--- config.mk ---
export PLATFORM = sky130hd
export DESIGN_NAME = cla8_add_sequencer
export DESIGN_NICKNAME = d
export VERILOG_FILES = /design/src/rtl/cla8_add_sequencer.sv
export SDC_FILE = /design/constraint.sdc
export NUM_CORES = 1
export LEC_CHECK = 0
export ABC_CLOCK_PERIOD_IN_PS = 3950
export CAP_MARGIN = 10
export CORE_MARGIN = 2
export CORE_UTILIZATION = 52
export DETAILED_ROUTE_END_ITERATION = 6
export PLACE_DENSITY = 0.86
export SLEW_MARGIN = 30
export SYNTH_ARGS = -nofsm -noshare
export SYNTH_HDL_FRONTEND = slang
export SYNTH_SLANG_ARGS = --single-unit
--- constraint.sdc ---
create_clock -name clk -period 3.95 [get_ports clk]
set_input_delay 0.79 -clock clk [delete_from_list [all_inputs] [get_ports clk]]
set_output_delay 0.79 -clock clk [all_outputs]
set_load 0.01 [all_outputs]
--- src/rtl/cla8_add_sequencer.sv ---
// 32-bit add/subtract built by running one external 8-bit CLA slice over four
// cycles, least significant byte first; result is held until the consumer takes it.
module cla8_add_sequencer (
  input  logic        clk,
  input  logic        rst_n,
  input  logic        start_valid,
  output logic        start_ready,
  input  logic [31:0] a,
  input  logic [31:0] b,
  input  logic        sub,
  output logic        result_valid,
  input  logic        result_ready,
  output logic [31:0] result,
  output logic        cout,
  output logic        ovf,
  output logic        zero,
  output logic [7:0]  cla_in1,
  output logic [7:0]  cla_in2,
  output logic        cla_cin,
  input  logic [7:0]  cla_sum,
  input  logic        cla_cout
);

  localparam logic [1:0] S_IDLE = 2'd0;
  localparam logic [1:0] S_RUN  = 2'd1;
  localparam logic [1:0] S_DONE = 2'd2;

  logic [1:0]  r_state;
  logic [1:0]  r_idx;
  logic        r_carry;
  logic [31:0] r_op_a;
  logic [31:0] r_op_b;
  logic [31:0] r_result;
  logic        r_cout;
  logic        r_ovf;

  logic [4:0]  w_bit_base;
  logic        w_accept;

  assign w_bit_base   = {r_idx, 3'b000};
  assign w_accept     = (r_state == S_IDLE) && start_valid;

  assign start_ready  = (r_state == S_IDLE);
  assign result_valid = (r_state == S_DONE);
  assign result       = r_result;
  assign cout         = r_cout;
  assign ovf          = r_ovf;
  assign zero         = (r_result == 32'h0);

  // The slice only sees operand bytes while running; otherwise it is parked at zero.
  always_comb begin
    cla_in1 = 8'h00;
    cla_in2 = 8'h00;
    cla_cin = 1'b0;
    if (r_state == S_RUN) begin
      cla_in1 = r_op_a[w_bit_base +: 8];
      cla_in2 = r_op_b[w_bit_base +: 8];
      cla_cin = r_carry;
    end
  end

  always_ff @(posedge clk or negedge rst_n) begin
    if (!rst_n) begin
      r_state  <= S_IDLE;
      r_idx    <= 2'd0;
      r_carry  <= 1'b0;
      r_op_a   <= 32'h0;
      r_op_b   <= 32'h0;
      r_result <= 32'h0;
      r_cout   <= 1'b0;
      r_ovf    <= 1'b0;
    end else begin
      case (r_state)
        S_IDLE: begin
          if (w_accept) begin
            // Subtraction is A + ~B + 1, so the inverted operand and the +1 are set up here.
            r_op_a   <= a;
            r_op_b   <= sub ? ~b : b;
            r_carry  <= sub;
            r_idx    <= 2'd0;
            r_result <= 32'h0;
            r_state  <= S_RUN;
          end
        end
        S_RUN: begin
          r_result[w_bit_base +: 8] <= cla_sum;
          r_carry                   <= cla_cout;
          r_idx                     <= r_idx + 2'd1;
          if (r_idx == 2'd3) begin
            r_cout  <= cla_cout;
            r_ovf   <= (r_op_a[31] == r_op_b[31]) && (cla_sum[7] != r_op_a[31]);
            r_state <= S_DONE;
          end
        end
        S_DONE: begin
          if (result_ready) begin
            r_state <= S_IDLE;
          end
        end
        default: r_state <= S_IDLE;
      endcase
    end
  end

endmodule

==> reports/results.md <==
| Result | This run |
|---|---|
| Iteration-0 DRC count of the detailed router | 145 |
| Post-Syn Instances | 438 |
| Cell area reported after detailed placement | 6140 um^2 |
| Post-Synthesis Net Count | 522 |
| H-tree depth | 3 |
| Clock Pin Slew Worst Setup and Hold Paths | 0.10 ns |
| Worst VDD drop | 0.000347 V |
| Die Outline Area | 10000 um^2 |
| Minimum period implied by the final worst setup slack | 3.26 ns |
| Clk_lat worst skew | 0.35 ns |
| Hold Violations, Final | 0 |
| Run status | completed |
| First-pass iteration count of the detailed router | 4 |
| Routed vias | 3646 |
| Wire length of the first global-routing pass | 18.2 mm |
| Overall power of the completed layout | 4.72 mW |
| Post-CTS Setup Bufs | 0 |
| Number of buffers on the longest clock path | 2 |
| Largest net degree at the start of global routing | 100 |
| Number of buffers added on ports | 131 |
| Pwr per Cell Area | 742 nW/um^2 |
| Type of the worst setup path | reg2out |
| Post-synthesis area per instance | 11.0 um^2 |
| Post-Syn Area | 4810 um^2 |
| Routed length per instance | 16.2 um |
| Weighted congestion reported at the end of routability-driven placement | 0.806 |
| Clock tree from TritonCTS | done |
| Static Leakage | 2.82 nW |
| Initial antenna violation count | 0 |
| Kind of capture point of the worst setup path | output port |
| EDFF count, synth | 0 |
| Area delta synth->final | 32.2% |
| Share of the clock period used by the worst path | 0.825 |
| Vertical extent of the die | 100 um |
| Highest clock frequency the design can meet | 0.307 GHz |
| # clock sinks | 103 |
| Die extent in x | 100 um |
| Element type at the critical path start | register |
| Count of nets after finishing | 641 |
| Number of global-route vias before repair | 3657 |
| Worst min-delay path category | in2async |
| Clock Root Buffer | sky130_fd_sc_hd__clkbuf_8 |
| Core area | 9110 um^2 |
| Pins over their slew limit | 0 |
| Num rows | 35 |
| Cell type contributing the most total cell area after synthesis | sky130_fd_sc_hd__dfrtp_1 |
| Final-layout worst hold slack | 0.483 ns |
| Part of the Yosys area used for sequential elements | 0.536 |
| Measured slew at the worst slew-check pin | 0.918 ns |
| Setup_tns | 0 ns |
| Required time at the worst-slack endpoint | 3.16 ns |
| Post-synth top flop | sky130_fd_sc_hd__dfrtp_1 |
| Biggest area contributors in the synthesized netlist | sky130_fd_sc_hd__dfrtp_1, sky130_fd_sc_hd__nand2_1, sky130_fd_sc_hd__mux4_2 |
| Proportion of layout cells with a drive suffix above 1 | 0.0996 |
| Total length of routed wires | 10.9 mm |
| Maximum capacitance violations | 0 |
| Antenna diodes | 0 |
| Flops & latches, synth | 103 |
| Initial standard-cell utilization of the core | 0.528 |
| Maximum clock skew at final layout | 0.0138 ns |
| Global routing usage summed across all routing layers | 0.231 |
| Netlist cell types | 31 |
| Hold-fix buffers, CTS | 0 |
| Final core utilization | 0.698 |
| Clock buffer count from CTS | 9 |
| Top-level I/O count | 132 |
| Number of DRC violations after detailed routing | 0 |
| Count of yosys warnings during synthesis | 0 |
| FFs w/ async S/R, synth | 1.00 |
| Setup repair after global routing missed its margin | no |
| Top cell type's share of synthesized area | 0.536 |
| Highest net fanout along the worst path | 24 |
| Post-detailed-route count of antenna-violating nets | 0 |
| Data arrival time of the critical path | 2.47 ns |
| Final setup vio count | 0 |
| Resized cells post-CTS | 0 |
| Detailed-placement wirelength estimate | 7.72 mm |
| Remaining Overflow, GRT | 0 |
| Vias/cell | 5.42 |
| Slew Limit Headroom | 0.388 |
| Final design instance area without fill | 6360 um^2 |
==> power breakdown <==
part           internal [mW]  switching (mW)
sequential              1.49           0.386
clock                  0.301           0.375
combinational           1.19           0.973
total                   2.99            1.73
==> layer usage <==
metal / vias to the layer above / global-route usage / wire (um)
met5: - / 0 / 0
met4: 0 / 0.0738 / 85
met3: 7 / 0.0320 / 535
met2: 114 / 0.380 / 5430
met1: 1795 / 0.322 / 4850
li1: 1730 / - / -
==> final cells by class <==
cell class | instances | area [um^2]
Fill cell | 665 | 2750
Sequential cell | 103 | 2580
Multi-Input combinational cell | 307 | 2090
Timing Repair Buffer | 134 | 1340
Tap cell | 111 | 139
Clock buffer | 9 | 124
Clock inverter | 7 | 80.1
Inverter | 2 | 7.51
==> placed cells by master, fill, tap and decap left out, types with 3 or more instances in the layout <==
master,count
sky130_fd_sc_hd__xnor2_1,32
sky130_fd_sc_hd__clkbuf_8,9
sky130_fd_sc_hd__nor4_4,3
sky130_fd_sc_hd__clkdlybuf4s50_1,129
sky130_fd_sc_hd__nor4_1,8
sky130_fd_sc_hd__a22o_2,8
sky130_fd_sc_hd__and2_1,17
sky130_fd_sc_hd__o21ai_0,34
sky130_fd_sc_hd__mux4_2,16
sky130_fd_sc_hd__nand2_1,135
sky130_fd_sc_hd__dfrtp_1,102
sky130_fd_sc_hd__a21oi_1,4
sky130_fd_sc_hd__a22o_1,24
sky130_fd_sc_hd__ha_1,6
sky130_fd_sc_hd__nand2b_1,4
==> critical path: stages, from the launching register on <==
cell,delay [ns]
sky130_fd_sc_hd__dfrtp_2,0.87
sky130_fd_sc_hd__mux4_2,0.58
sky130_fd_sc_hd__and2_1,0.18
sky130_fd_sc_hd__clkdlybuf4s50_1,0.48
==> worst paths after layout <==
path                       slack [ns]       start  cells after the start          to
max                              0.69    r_idx[0]                      3  cla_in1[1]
max in group asynchronous        2.72       rst_n                      2  r_op_a[12]
min                              0.48       rst_n                      1   r_op_b[2]
min in group clk                 0.48  r_op_a[25]                      2  r_op_a[25]
min reg2reg                      0.48  r_op_a[25]                      2  r_op_a[25]
max reg2reg                      1.41    r_idx[0]                      5  result[24]
==> logic make-up after synthesis <==
| group | after synthesis | synth area share |
|---|---|---|
| xor+xnor | 32 | 0.0582 |
| fa+ha+maj | 6 | 0.0156 |
| mux | 18 | 0.0796 |
| simple gates | 178 | 0.175 |
| buf+inv | 28 | 0.0320 |
| compound gates | 73 | 0.104 |
| flops | 103 | 0.536 |
==> per-stage QoR <==
step / setup slack [ns] / std cells
floorplan: 1.76 / 438
global placement: 1.05 / 656
detailed placement: 1.04 / 656
CTS: 0.632 / 672
global route: 0.534 / 673
finish: 0.690 / 673
==> registers in the layout (all words and copies together), names as in the netlist <==
| name | cells |
|---|---|
| r_op_a | 32 |
| r_op_b | 32 |
| result | 32 |
| r_idx | 2 |
| r_state | 2 |
| cout | 1 |
| ovf | 1 |
| r_carry | 1 |
==> cells in the mapped netlist, drive strengths merged, types with 4 or more instances <==
library cell,n
a21oi,4
nand2b,4
and2,17
mux4,16
dfrtp,103
xnor2,32
clkbuf,6
o21ai,34
ha,6
a22o,32
nor4,11
buf,20
nand2,135
Power figures use the tool's default switching activity.
